`src/rtl/gradient_stream_ctrl_if.sv`:
```
// Handshake and status bundle between the gradient stream controller and its neighbours.
// The slave modport is the controller's view; master is the upstream/consumer view.
interface gradient_stream_ctrl_if;
  logic       start;
  logic       abort;
  logic       s_valid;
  logic [7:0] s_pixel;
  logic       s_ready;
  logic       dn_stall;
  logic       pix_en;
  logic [7:0] pix_out;
  logic       win_valid;
  logic [9:0] win_row;
  logic [9:0] win_col;
  logic       grad_valid;
  logic       busy;
  logic       frame_done;

  modport master (
    output start, abort, s_valid, s_pixel, dn_stall,
    input  s_ready, pix_en, pix_out, win_valid, win_row, win_col,
           grad_valid, busy, frame_done
  );

  modport slave (
    input  start, abort, s_valid, s_pixel, dn_stall,
    output s_ready, pix_en, pix_out, win_valid, win_row, win_col,
           grad_valid, busy, frame_done
  );
endinterface

```
`src/rtl/gradient_stream_ctrl.sv`:
```
// Frame sequencer for a WIN x WIN gradient window: accepts one frame of pixels, tracks
// row/col, flags interior window centres. Define GRAD_CTRL_STALL_CNT_EN for the stall_cnt port.
module gradient_stream_ctrl #(
  parameter int IMG_W = 16,
  parameter int IMG_H = 16,
  parameter int WIN   = 5
) (
  input  logic                   clk,
  input  logic                   rst,
  gradient_stream_ctrl_if.slave  bus
`ifdef GRAD_CTRL_STALL_CNT_EN
  ,
  output logic [15:0]            stall_cnt
`endif
);

  localparam logic [9:0] COL_LAST = 10'(IMG_W - 1);
  localparam logic [9:0] ROW_LAST = 10'(IMG_H - 1);
  localparam logic [9:0] WIN_EDGE = 10'(WIN - 1);
  localparam logic [9:0] WIN_HALF = 10'(WIN / 2);

  typedef enum logic [1:0] {
    S_IDLE,
    S_RUN,
    S_DRAIN,
    S_DONE
  } state_t;

  state_t     state;
  state_t     state_next;
  logic       drain_cnt;
  logic [9:0] row;
  logic [9:0] col;
  logic       accept;
  logic       last_pix;
  logic       frame_start;
  logic       centre_hit;

  logic       pix_en_q;
  logic [7:0] pix_out_q;
  logic       win_valid_q;
  logic [9:0] win_row_q;
  logic [9:0] win_col_q;
  logic       grad_valid_q;

  // abort also closes the handshake so no pixel slips in during the cancel cycle
  assign bus.s_ready  = (state == S_RUN) && !bus.dn_stall && !bus.abort;
  assign accept       = bus.s_valid && bus.s_ready;
  assign last_pix     = (row == ROW_LAST) && (col == COL_LAST);
  assign frame_start  = (state == S_IDLE) && bus.start && !bus.abort;
  assign centre_hit   = accept && (row >= WIN_EDGE) && (col >= WIN_EDGE);

  assign bus.busy       = (state != S_IDLE);
  assign bus.frame_done = (state == S_DONE) && !bus.abort;

  // NOTE: sequential state uses non-blocking assignments so every register samples
  // pre-edge values; blocking here would create order-dependent simulation races.
  always_ff @(posedge clk or posedge rst) begin
    if (rst) begin
      state <= S_IDLE;
    end else begin
      state <= state_next;
    end
  end

  // NOTE: state_next gets a default before the case so no path leaves it unassigned,
  // which would otherwise infer a latch.
  always_comb begin
    state_next = state;
    case (state)
      S_IDLE:  if (bus.start) state_next = S_RUN;
      S_RUN:   if (accept && last_pix) state_next = S_DRAIN;
      S_DRAIN: if (drain_cnt) state_next = S_DONE;
      S_DONE:  state_next = S_IDLE;
      default: state_next = S_IDLE;
    endcase
    if (bus.abort) state_next = S_IDLE;
  end

  // Two DRAIN cycles flush the pix_en and grad_valid pipeline stages
  always_ff @(posedge clk or posedge rst) begin
    if (rst) begin
      drain_cnt <= 1'b0;
    end else if (state == S_DRAIN && !bus.abort) begin
      drain_cnt <= ~drain_cnt;
    end else begin
      drain_cnt <= 1'b0;
    end
  end

  always_ff @(posedge clk or posedge rst) begin
    if (rst) begin
      row <= '0;
      col <= '0;
    end else if (bus.abort || frame_start) begin
      row <= '0;
      col <= '0;
    end else if (accept) begin
      if (col == COL_LAST) begin
        col <= '0;
        row <= row + 10'd1;
      end else begin
        col <= col + 10'd1;
      end
    end
  end

  // Pixel hand-off and window-centre flags, one cycle behind the accept
  always_ff @(posedge clk or posedge rst) begin
    if (rst) begin
      pix_en_q     <= 1'b0;
      pix_out_q    <= '0;
      win_valid_q  <= 1'b0;
      win_row_q    <= '0;
      win_col_q    <= '0;
      grad_valid_q <= 1'b0;
    end else begin
      pix_en_q     <= accept;
      win_valid_q  <= centre_hit;
      grad_valid_q <= win_valid_q && !bus.abort;
      if (accept) begin
        pix_out_q <= bus.s_pixel;
      end
      if (centre_hit) begin
        win_row_q <= row - WIN_HALF;
        win_col_q <= col - WIN_HALF;
      end
    end
  end

  assign bus.pix_en     = pix_en_q;
  assign bus.pix_out    = pix_out_q;
  assign bus.win_valid  = win_valid_q;
  assign bus.win_row    = win_row_q;
  assign bus.win_col    = win_col_q;
  assign bus.grad_valid = grad_valid_q;

`ifdef GRAD_CTRL_STALL_CNT_EN
  // Backpressure monitor: cycles where upstream had data but the consumer held off
  always_ff @(posedge clk or posedge rst) begin
    if (rst) begin
      stall_cnt <= '0;
    end else if (frame_start) begin
      stall_cnt <= '0;
    end else if (state == S_RUN && bus.s_valid && bus.dn_stall && stall_cnt != 16'hFFFF) begin
      stall_cnt <= stall_cnt + 16'd1;
    end
  end
`endif

endmodule

```
`src/flat_wrapper.sv`:
```
// flat-port wrapper written by rule: the top's interface ports become plain ports
module gradient_stream_ctrl_flat 
#(
  parameter int IMG_W = 16,
  parameter int IMG_H = 16,
  parameter int WIN   = 5
)
  (clk, rst, bus_start, bus_abort, bus_s_valid, bus_s_pixel, bus_dn_stall, bus_s_ready, bus_pix_en, bus_pix_out, bus_win_valid, bus_win_row, bus_win_col, bus_grad_valid, bus_busy, bus_frame_done);
  gradient_stream_ctrl_if bus_i ();
  input  logic clk;
  input  logic rst;
  input wire logic [$bits(bus_i.start)-1:0] bus_start;
  input wire logic [$bits(bus_i.abort)-1:0] bus_abort;
  input wire logic [$bits(bus_i.s_valid)-1:0] bus_s_valid;
  input wire logic [$bits(bus_i.s_pixel)-1:0] bus_s_pixel;
  input wire logic [$bits(bus_i.dn_stall)-1:0] bus_dn_stall;
  output wire logic [$bits(bus_i.s_ready)-1:0] bus_s_ready;
  output wire logic [$bits(bus_i.pix_en)-1:0] bus_pix_en;
  output wire logic [$bits(bus_i.pix_out)-1:0] bus_pix_out;
  output wire logic [$bits(bus_i.win_valid)-1:0] bus_win_valid;
  output wire logic [$bits(bus_i.win_row)-1:0] bus_win_row;
  output wire logic [$bits(bus_i.win_col)-1:0] bus_win_col;
  output wire logic [$bits(bus_i.grad_valid)-1:0] bus_grad_valid;
  output wire logic [$bits(bus_i.busy)-1:0] bus_busy;
  output wire logic [$bits(bus_i.frame_done)-1:0] bus_frame_done;
  assign bus_i.start = bus_start;
  assign bus_i.abort = bus_abort;
  assign bus_i.s_valid = bus_s_valid;
  assign bus_i.s_pixel = bus_s_pixel;
  assign bus_i.dn_stall = bus_dn_stall;
  assign bus_s_ready = bus_i.s_ready;
  assign bus_pix_en = bus_i.pix_en;
  assign bus_pix_out = bus_i.pix_out;
  assign bus_win_valid = bus_i.win_valid;
  assign bus_win_row = bus_i.win_row;
  assign bus_win_col = bus_i.win_col;
  assign bus_grad_valid = bus_i.grad_valid;
  assign bus_busy = bus_i.busy;
  assign bus_frame_done = bus_i.frame_done;
  gradient_stream_ctrl #(.IMG_W(IMG_W), .IMG_H(IMG_H), .WIN(WIN)) u_core (.clk(clk), .rst(rst), .bus(bus_i));
endmodule
```
`config.mk`:
```
export PLATFORM = sky130hd
export DESIGN_NAME = gradient_stream_ctrl_flat
export DESIGN_NICKNAME = d
export VERILOG_FILES = /design/src/rtl/gradient_stream_ctrl_if.sv /design/src/rtl/gradient_stream_ctrl.sv /design/src/flat_wrapper.sv
export SDC_FILE = /design/constraint.sdc
export NUM_CORES = 1
export LEC_CHECK = 0
export CAP_MARGIN = 40
export CORE_UTILIZATION = 40
export CTS_BUF_LIST = sky130_fd_sc_hd__clkbuf_4 sky130_fd_sc_hd__clkbuf_8
export CTS_CLUSTER_SIZE = 28
export DETAILED_ROUTE_END_ITERATION = 10
export GPL_TIMING_DRIVEN = 0
export PLACE_DENSITY_LB_ADDON = 0.15
export SYNTH_ARGS = -nofsm -noshare
export SYNTH_HDL_FRONTEND = slang
export SYNTH_SLANG_ARGS = --single-unit
```
`constraint.sdc`:
```
create_clock -name clk -period 2.1 [get_ports clk]
set_clock_uncertainty 0.15 [all_clocks]
set_input_delay 0.315 -clock clk [delete_from_list [all_inputs] [get_ports clk]]
set_output_delay 0.315 -clock clk [all_outputs]
set_load 0.01 [all_outputs]
```
==> results.md <==
- Reg-to-reg slack, setup: -0.01 ns
- Sequential cell area fraction in the yosys report: 46.9%
- Fmax achieved: 474 MHz
- H-tree levels: 2
- Gpl congestion: 0.815
- Vias/cell: 5.03
- Internal power: 1.78 mW
- Worst-Skew Late Latency: 0.31 ns
- First-pass DRT Iterations: 4
- Clock Power Share: 25.1%
- ANT nets after route: 0
- Die W: 86.9 um
- Wire length per cell: 14.3 um
- Reg2reg start: u_core.row[4]
- Setup ws final: -0.00979 ns
- GRT Util Overall: 18.1%
- Most frequent cells in the layout: dfrtp_1, clkdlybuf4s50_1, nand2_1
- Critical path class: reg -> reg
- Syn_nets: 292
- Worst Path Required: 2.15 ns
- Clock sinks: 54
- Share of cells above drive strength 1: 26.8%
- Lkg Pwr: 1.82 nW
- Top FF cell, synth: dfrtp_1
- FFs w/ async S/R, synth: 100%
- Total CTS buffers: 5
- Max cap viols: 0
- Syn Area/Cell: 10.8 sq um
- Mapped Area: 2880 sq um
- Peak VDD IR: 0.603 mV
- CP Max Fanout: 5
- CTS root buf: clkbuf_8
- Final period utilization: 100%
- Met3 WL: 298 um
- First-pass GRT wire length: 10500 um
- Commonest non-fill, non-tap cell in the layout: dfrtp_1
- Synthesized instance count: 266
- Worst slew pin tran: 0.603 ns
- M1 WL: 2880 um
- Final Hold Vio Count: 0
- Vias in the first global route: 2106
- WHS: 0.234 ns
- Arrival @ worst endpoint: 2.16 ns
- Routed WL: 6210 um
- Initial core utilization: 41.9%
- Std-Cell Rows: 30
- Top sig layer: met4
- TritonCTS clock tree: built
- Largest net degree at the start of global routing: 29
- Final setup vio count: 7
- Drt drc: 0
- Synthesized flop and latch total: 54
- Placed cell areas: 3490 sq um
- Congestion Overflow GR: 0
- Post-CTS Hold Fix Bufs: 0
- Reg-to-reg endpoint: u_core.bus.win_col[9]
- Post-layout min period: 2.11 ns
- Number of flops mapped to enable cells by yosys: 0
- Netlist cell types: 44
- Startpoint type of the worst setup path: register
- Switch share: 28.5%
- Die Height: 86.9 um
- Failing checks: negative setup slack
- Psw: 0.708 mW
- Layout area overhead: 35.0%
- Clock buffer depth: 2
- Power per cell area: 640 nW/um^2
- Final Max Slew Viols: 0
- RSZ-0062 raised after global routing: true
- Setup crit end kind: register
- Yosys warning count: 0
- Number of antenna violations at the first check in global routing: 0
- HPWL Detailed: 4200 um
- Dpl ws: -0.457 ns
- Vias: 2188
- Sequential share of power: 48.1%
- Ant diodes: 0
- Die area: 7540 sq um
- Reg2Reg Depth: 5
- Cell area after layout: 3890 sq um
- Clock slew at reported path FFs: 0.10 ns
- Initial drt markers: 101
- Core area: 6870 sq um
- Nets: 364
- Logic pwr share: 26.8%
- Status: complete, but fails checks
- Worst Hold Class: in -> async
- IO Port Bufs: 47
- Metal2 WL: 2950 um
- Io pins: 48
- Headroom to the max-slew limit: 59.8%
==> sequential cells by signal, summed over array words and instances, names as in the netlist <==
signal and cells:
u_core.bus.grad_valid 1, u_core.bus.pix_en 1, u_core.bus.pix_out 8, u_core.bus.win_col 10
u_core.bus.win_row 10, u_core.bus.win_valid 1, u_core.col 10, u_core.drain_cnt 1
u_core.row 10, u_core.state 2
==> metal layers <==
metal  vias to the layer above  global-route usage (%)
li1                       1063                       -
met1                      1069                    25.0
met2                        49                    28.1
met3                         7                    3.70
met4                         0                    6.82
met5                         -                       0
==> power groups by stage <==
stage | combinational, mW | clock (mW) | sequential [mW]
after CTS | 0.663 | 0.646 | 1.20
after detailed placement | 0.609 | 0 | 1.21
after global placement | 0.594 | 0 | 1.21
after global routing | 0.724 | 0.685 | 1.21
final | 0.666 | 0.625 | 1.20
after floorplan | 0.279 | 0 | 1.25
==> cells in the mapped netlist, drive strengths merged, types with 5 or more instances <==
library cell | n | share of area [%]
a21oi | 6 | 1.0
buf | 10 | 2.4
clkbuf | 6 | 0.78
dfrtp | 54 | 47
ha | 12 | 5.2
inv | 15 | 2.0
mux2 | 26 | 10
mux2i | 6 | 2.1
nand2 | 23 | 3.0
nand3 | 7 | 1.2
nand4 | 5 | 1.6
nor2 | 17 | 2.2
nor2b | 6 | 1.3
nor3 | 5 | 1.0
o211ai | 6 | 1.6
or4 | 8 | 2.2
xnor2 | 11 | 3.3
xor2 | 10 | 3.0
==> cell type report <==
type | instances | area [sq um]
multi-input cells | 181 | 1480
inverters | 15 | 58.8
clock inverters | 1 | 5.00
fillers | 595 | 2980
clock buffers | 7 | 90.1
flip-flops and latches | 54 | 1360
repair buffers | 67 | 664
plain buffers | 14 | 110
well taps | 96 | 120
==> kinds of logic after synthesis <==
| group | Yosys count | synth area share, % |
|---|---|---|
| muxes | 32 | 12.3 |
| DFF | 54 | 46.9 |
| and+or+nand+nor | 91 | 18.1 |
| buffers and inverters | 31 | 5.17 |
| adders and majority gates | 12 | 5.21 |
| xor gates and xnor gates | 21 | 6.39 |
| AOI/OAI and AO/OA | 25 | 5.95 |
==> stage by stage <==
| stage | power [mW] | util (%) | instances | TNS (ns) |
|---|---|---|---|---|
| after floorplan | 1.52 | - | 266 | 0 |
| after global placement | 1.80 | 50.5 | 409 | -56.15 |
| after detailed placement | 1.82 | 50.8 | 410 | -13.26 |
| after CTS | 2.51 | 54.7 | 425 | 0 |
| after global routing | 2.62 | 56.6 | 435 | -0.495 |
| final | 2.49 | 56.6 | 435 | -0.0275 |
==> worst max-delay path, cell delays in order (launching register included) <==
cell and delay [ns]:
dfrtp_1 0.40, or4_4 0.56, nor3_4 0.17, a211o_4 0.23, buf_8 0.15, mux2_2 0.33
==> how the worst max path moves through the flow <==
stage	slack, ns	from	cells after the start	endpoint
finish	-0.01	u_core.row[4]	5	u_core.bus.win_col[9]
CTS	0.007	u_core.row[5]	5	u_core.bus.win_col[5]
floorplan	0.04	u_core.row[5]	6	u_core.bus.win_col[0]
global placement	-0.82	rst	2	u_core.bus.grad_valid
detailed placement	-0.46	bus_dn_stall	5	u_core.bus.pix_out[1]
global route	-0.05	u_core.row[4]	5	u_core.bus.win_col[9]
==> what timing repair did <==
action | CTS | global route
resized for setup | 26 | 22
setup endpoints to repair | 50 | 25
pin swaps | 3 | 7
buffers inserted | 8 | 10
cloned | 1 | 0
(Power assumes the default switching activity.)
